$ cat config.mk
export PLATFORM = sky130hd
export DESIGN_NAME = button_event_gen
export DESIGN_NICKNAME = d
export VERILOG_FILES = /design/src/rtl/button_pkg.sv /design/src/rtl/event_fifo.sv /design/src/rtl/button_event_gen.sv
export SDC_FILE = /design/constraint.sdc
export NUM_CORES = 1
export LEC_CHECK = 0
export BUFFER_PORTS_ARGS = -buffer_cell sky130_fd_sc_hd__buf_2
export CAP_MARGIN = 20
export CORE_MARGIN = 2
export CORE_UTILIZATION = 40
export CTS_BUF_LIST = sky130_fd_sc_hd__clkbuf_8
export CTS_CLUSTER_SIZE = 12
export DETAILED_ROUTE_END_ITERATION = 12
export PLACE_DENSITY = 0.56
export SLEW_MARGIN = 40
export SYNTH_ARGS = -nofsm -noshare
export SYNTH_HDL_FRONTEND = slang
export SYNTH_SLANG_ARGS = --single-unit
$ cat constraint.sdc
create_clock -name live_clock -period 2.56 [get_ports live_clock]
set_input_delay 0.128 -clock live_clock [delete_from_list [all_inputs] [get_ports live_clock]]
set_output_delay 0.128 -clock live_clock [all_outputs]
set_load 0.005 [all_outputs]
$ cat src/rtl/button_pkg.sv
// Shared definitions for the button event generator: event codes and FSM states.
package button_pkg;

  localparam int unsigned EV_W = 2;

  localparam logic [EV_W-1:0] EV_PRESS   = 2'b00;
  localparam logic [EV_W-1:0] EV_RELEASE = 2'b01;
  localparam logic [EV_W-1:0] EV_LONG    = 2'b10;
  localparam logic [EV_W-1:0] EV_REPEAT  = 2'b11;

  typedef enum logic [1:0] {
    ARM    = 2'd0,
    IDLE   = 2'd1,
    HOLD   = 2'd2,
    REPEAT = 2'd3
  } state_t;

endpackage

$ cat src/rtl/event_fifo.sv
// Small synchronous event queue with registered head/flags.
// Ports:
//   live_clock, rst (async active-low)
//   push, push_data : enqueue request (ignored when full unless a pop happens too)
//   pop             : dequeue request (ignored when empty)
//   head            : oldest entry, valid while valid = 1
//   valid/empty/full: registered occupancy flags
module event_fifo #(
  parameter int unsigned W     = 2,
  parameter int unsigned DEPTH = 4
) (
  input  logic         live_clock,
  input  logic         rst,
  input  logic         push,
  input  logic [W-1:0] push_data,
  input  logic         pop,
  output logic [W-1:0] head,
  output logic         valid,
  output logic         empty,
  output logic         full
);

  localparam int unsigned AW = (DEPTH > 1) ? $clog2(DEPTH) : 1;
  localparam int unsigned CW = AW + 1;

  logic [W-1:0]  mem [DEPTH];
  logic [AW-1:0] rd_ptr, wr_ptr, rd_n, wr_n;
  logic [CW-1:0] cnt, cnt_n;
  logic [W-1:0]  head_n;
  logic          do_push, do_pop;

  // Pointer/count update; a full FIFO still accepts a push when it pops too.
  always_comb begin
    do_pop  = pop && !empty;
    do_push = push && (!full || do_pop);
    rd_n    = do_pop  ? rd_ptr + AW'(1) : rd_ptr;
    wr_n    = do_push ? wr_ptr + AW'(1) : wr_ptr;
    cnt_n   = cnt;
    if (do_push && !do_pop) begin
      cnt_n = cnt + CW'(1);
    end else if (!do_push && do_pop) begin
      cnt_n = cnt - CW'(1);
    end
    // The new head is the word being written whenever it lands on the next read slot.
    head_n = (do_push && (wr_ptr == rd_n)) ? push_data : mem[rd_n];
  end

  always_ff @(posedge live_clock) begin
    if (do_push) begin
      mem[wr_ptr] <= push_data;
    end
  end

  always_ff @(posedge live_clock or negedge rst) begin
    if (!rst) begin
      rd_ptr <= '0;
      wr_ptr <= '0;
      cnt    <= '0;
      head   <= '0;
      valid  <= 1'b0;
      empty  <= 1'b1;
      full   <= 1'b0;
    end else begin
      rd_ptr <= rd_n;
      wr_ptr <= wr_n;
      cnt    <= cnt_n;
      head   <= head_n;
      valid  <= (cnt_n != '0);
      empty  <= (cnt_n == '0);
      full   <= (cnt_n == CW'(DEPTH));
    end
  end

endmodule

$ cat src/rtl/button_event_gen.sv
// Turns a debounced button level into queued PRESS/RELEASE/LONG/REPEAT events.
// Ports:
//   live_clock, rst (async active-low)
//   clean    : debounced button level
//   ev_ready : consumer takes the head event this cycle
//   ovf_clr  : clears the sticky overflow flag
//   ev_valid, ev_code : head event of the queue
//   overflow : sticky, an event was dropped on a full queue
//   held     : button is in HOLD or REPEAT
module button_event_gen
  import button_pkg::*;
#(
  parameter logic        PRESS_LEVEL   = 1'b0,
  parameter int unsigned LONG_CYCLES   = 50_000_000,
  parameter int unsigned REPEAT_CYCLES = 10_000_000,
  parameter int unsigned CNT_W         = 26,
  parameter int unsigned FIFO_DEPTH    = 4
) (
  input  logic            live_clock,
  input  logic            rst,
  input  logic            clean,
  input  logic            ev_ready,
  input  logic            ovf_clr,
  output logic            ev_valid,
  output logic [EV_W-1:0] ev_code,
  output logic            overflow,
  output logic            held
);

  localparam logic [CNT_W-1:0] LONG_LAST   = CNT_W'(LONG_CYCLES - 1);
  localparam logic [CNT_W-1:0] REPEAT_LAST = CNT_W'(REPEAT_CYCLES - 1);

  state_t             state_q, state_n;
  logic [CNT_W-1:0]   cnt_q, cnt_n;
  logic               pressed_q;
  logic               push_c;
  logic [EV_W-1:0]    push_code_c;
  logic               fifo_full, fifo_empty, pop_c, drop_c;

  // Input register; resets to "pressed" so ARM waits for a real sampled release.
  always_ff @(posedge live_clock or negedge rst) begin
    if (!rst) begin
      pressed_q <= 1'b1;
    end else begin
      pressed_q <= (clean == PRESS_LEVEL);
    end
  end

  // State, counter and status registers.
  always_ff @(posedge live_clock or negedge rst) begin
    if (!rst) begin
      state_q  <= ARM;
      cnt_q    <= '0;
      held     <= 1'b0;
      overflow <= 1'b0;
    end else begin
      state_q  <= state_n;
      cnt_q    <= cnt_n;
      held     <= (state_n == HOLD) || (state_n == REPEAT);
      overflow <= drop_c ? 1'b1 : (ovf_clr ? 1'b0 : overflow);
    end
  end

  // Next-state logic; release takes priority over a terminal count.
  always_comb begin
    state_n = state_q;
    case (state_q)
      ARM:     if (!pressed_q) state_n = IDLE;
      IDLE:    if (pressed_q)  state_n = HOLD;
      HOLD: begin
        if (!pressed_q)              state_n = IDLE;
        else if (cnt_q == LONG_LAST) state_n = REPEAT;
      end
      REPEAT:  if (!pressed_q) state_n = IDLE;
      default: state_n = ARM;
    endcase
  end

  // Event pushes and counter control; counter is zero outside HOLD/REPEAT.
  always_comb begin
    push_c      = 1'b0;
    push_code_c = EV_PRESS;
    cnt_n       = '0;
    case (state_q)
      IDLE: begin
        if (pressed_q) begin
          push_c      = 1'b1;
          push_code_c = EV_PRESS;
        end
      end
      HOLD: begin
        if (!pressed_q) begin
          push_c      = 1'b1;
          push_code_c = EV_RELEASE;
        end else if (cnt_q == LONG_LAST) begin
          push_c      = 1'b1;
          push_code_c = EV_LONG;
        end else begin
          cnt_n = cnt_q + CNT_W'(1);
        end
      end
      REPEAT: begin
        if (!pressed_q) begin
          push_c      = 1'b1;
          push_code_c = EV_RELEASE;
        end else if (cnt_q == REPEAT_LAST) begin
          push_c      = 1'b1;
          push_code_c = EV_REPEAT;
        end else begin
          cnt_n = cnt_q + CNT_W'(1);
        end
      end
      default: ;
    endcase
  end

  // A push is lost only when the queue is full and nothing leaves this cycle.
  always_comb begin
    pop_c  = ev_ready && !fifo_empty;
    drop_c = push_c && fifo_full && !pop_c;
  end

  event_fifo #(
    .W     (EV_W),
    .DEPTH (FIFO_DEPTH)
  ) u_fifo (
    .live_clock (live_clock),
    .rst        (rst),
    .push       (push_c),
    .push_data  (push_code_c),
    .pop        (pop_c),
    .head       (ev_code),
    .valid      (ev_valid),
    .empty      (fifo_empty),
    .full       (fifo_full)
  );

endmodule
==> results.toml <==
[synthesis]
synth_edf_count = 8
synth_area_um2 = 2586
netlist_instances = 236
seq_area_frac_synth = 0.5002
ys_types = 47
synth_seq_cells = 50
synth_top_cells_by_area = "dfrtp_1 (39%), edfxtp_1 (9.3%), ha_1 (5.8%)"
synth_flop_cell = "dfrtp_1"
netlist.area_leader.share = 0.3870
synth_area_leader_cell = "dfrtp_1"
yosysWarningCount = 0
async_flop_share = 0.8400
synth.avg_cell_area_um2 = 10.96
syn_nets = 253

[run]
maxCapViolCount = 0

[clock_network]
post_cts_buffers = 0
cts.sinks = 50
cts_made_buffers = 5
clkLatencyLatePin_ns = 0.30
clockBufferDepth = 2
htreeDepth = 2
cts.reportedPaths.clkPinSlew_ns = 0.10
cts_tree = "done"
clock-root-buffer = "clkbuf_8"

[routing]
vias = 1729
dr.pass1.iters = 4
drt_iter0_drc = 80
routed_via_density = 5.056
drt_wl_total_um = 4634
wire_per_inst_um = 13.55
ant_nets = 0
drc = 0

[pwr]
ir_drop_mv = 0.5737
power.density_nw_per_um2 = 799.3
p_leak_nw = 1.260

[worst_setup_path]
r2r_cells = 7
crit_cells = 7
cpLargestDelayFamily = "simple AND/OR/NAND/NOR gates"
startpoint = "cnt_q[7]"
crit_path_end = "u_fifo.valid"
start_kind = "flop"
r2r_end = "u_fifo.valid"
crit_fanout = 5
slowest_stage = "or4b_4"
rrSetupSlack_ns = 0.1
arrival_ns = 2.64
critPathCaptureType = "flop"
cp_cell_sequence = "or4b_4 -> nor4_4 -> o21ai_2 -> a21oi_4 -> mux2i_2 -> xnor2_2 -> or3_1"
cpPeakStageDelay_ns = 0.55
worstSetupPathType = "flop to flop"
cp_num_buf_inv = 0
cp.required_ns = 2.74
rr_startpoint = "cnt_q[7]"

[cells_and_area]
utilization = 0.4723
finalNonFillerCells = 342
seq_area_um2 = 1294
n_fill_cell = 618
layout.nets = 281
drive_gt1_frac = 0.2189
syn2layout_area_growth_pct = 15.29
multi_input_area_um2 = 1241
antenna_cells = 0

[global_routing]
grt_pass1_wl_um = 8031
antenna_found_initial = 0
grt_overflow = 0
gr-usage-all-layers = 0.1398
grt_pass1_vias = 1718
grt_max_degree = 43

[sta]
worst_pin_slew_ns = 0.6351
rsz0062_at_grt = "yes"
slew_viol_final = 0
period_needed_ns = 2.460
fin_crit_sh = 0.9610
finalClockSkew_ns = 0.009270
setup_viol = 0
relSlewSlack = 0.5757
final_hold_viol_count = 0
max_freq_mhz = 406.5

[place]
portBuffers = 9
place_inst = 331
finalWeightedCongestion = 0.7969
post-dp-hpwl_um = 3294

[floorplanning]
core_area_um2 = 6314
die_area_um2 = 7125
rows = 29
io_pins = 10
start_util = 0.4096
die_h_um = 84.41
die_w_um = 84.41

[status]
outcome = "finished clean"

[worst_hold_path]
hold_class = "input port to asynchronous set/reset pin"
## worst min path at each step
| stage | from | end | slack (ns) | cells after the start |
|---|---|---|---|---|
| final | rst | cnt_q[6] | 0.35 | 2 |
| after global routing | rst | cnt_q[7] | 0.39 | 2 |
| after CTS | rst | cnt_q[13] | 0.37 | 2 |
| after detailed placement | rst | cnt_q[14] | 0.15 | 1 |
| after global placement | clean | pressed_q | 0.24 | 2 |
| after floorplan | rst | cnt_q[0] | -0.17 | 0 |
## sequential cells by signal, indices dropped and copies added, names as in the netlist
signal / flops
held: 1
u_fifo.full: 1
u_fifo.valid: 1
cnt_q: 26
state_q: 1
u_fifo.mem: 8
u_fifo.cnt: 3
pressed_q: 1
overflow: 1
u_fifo.wr_ptr: 2
u_fifo.rd_ptr: 2
u_fifo.head: 2
u_fifo.empty: 1
## report_power, final
group	leakage (nW)	total (mW)	internal (mW)	switching (mW)
combinational	0.575	0.811	0.379	0.432
clock	0.0504	0.559	0.291	0.268
sequential	0.634	1.01	0.935	0.0783
total	1.26	2.38	1.60	0.778
## cell usage after synthesis, types with 2 or more instances
cell type,number
nand4_1,7
xnor2_1,11
or3_1,3
o21ai_0,5
a21oi_2,2
inv_1,13
nor3_1,3
and3_1,5
edfxtp_1,8
mux4_2,2
nor2_1,32
dfrtp_1,40
and3_2,6
xor2_1,16
nand3_1,8
dfstp_2,2
nor4b_1,2
xnor2_2,2
ha_1,12
nor4_1,2
a221oi_1,2
nand2_1,18
clkbuf_1,3
nor2b_1,2
mux2_2,2
a21oi_1,7
## logic make-up (layout without fill, tap and decap cells)
group,count (synthesis),count (layout),synth area share
mux,5,5,0.02999
buf+inv,17,46,0.02758
fa+ha+maj,12,12,0.05805
simple gates,98,98,0.2075
flops,50,50,0.5002
compound gates,25,25,0.07257
xor+xnor,29,29,0.1040
## stage by stage
stage / setup slack [ns] / hold slack [ns] / setup TNS [ns] / power [mW] / cell area [um^2]
floorplan: 0.1164 / -0.1676 / 0 / 1.617 / 2586
global placement: 0.1040 / 0.2395 / 0 / 1.816 / 2815
detailed placement: 0.07441 / 0.1499 / 0 / 1.829 / 2818
CTS: 0.05866 / 0.3659 / 0 / 2.406 / 2962
global route: -0.004117 / 0.3948 / -0.007177 / 2.563 / 2982
finish: 0.09976 / 0.3535 / 0 / 2.383 / 2982
## routing by layer
layer,wire length (um),vias up,global-route usage,part of all wire
li1,-,876,-,-
met1,2406,824,0.2049,0.52
met2,2069,25,0.2056,0.45
met3,102,4,0.02753,0.022
met4,56,0,0.05339,0.012
met5,0,-,0,0
## placed cells by master, fill, tap and decap left out, types with 3 or more instances in the layout
cell type | synthesis | routed
inv_1 | 13 | 13
nor2_1 | 32 | 32
nand3_1 | 8 | 8
clkbuf_8 | 0 | 5
ha_1 | 12 | 11
dfrtp_1 | 40 | 40
buf_4 | 0 | 13
nand4_1 | 7 | 7
buf_2 | 0 | 8
xor2_1 | 16 | 16
or3_1 | 3 | 3
nor3_1 | 3 | 3
nand2_1 | 18 | 18
dlygate4sd3_1 | 0 | 3
and3_2 | 6 | 6
a21oi_1 | 7 | 7
o21ai_0 | 5 | 5
xnor2_1 | 11 | 11
and3_1 | 5 | 5
edfxtp_1 | 8 | 8
## layout make-up
class | instances | area share
Sequential cell | 50 | 0.4339
Timing Repair Buffer | 25 | 0.06295
Clock inverter | 3 | 0.01511
Clock buffer | 5 | 0.02308
Tap cell | 77 | 0.03231
Inverter | 13 | 0.01637
Multi-Input combinational cell | 169 | 0.4163
## timing repair
item | 4_1_cts | 5_1_grt
setup endpoints to repair | 0 | 5
resized for setup | 0 | 4
hold buffers | 3 | 0
endpoints found under the hold margin | 42 | 0
No activity file was read; power rests on OpenSTA's default activity.
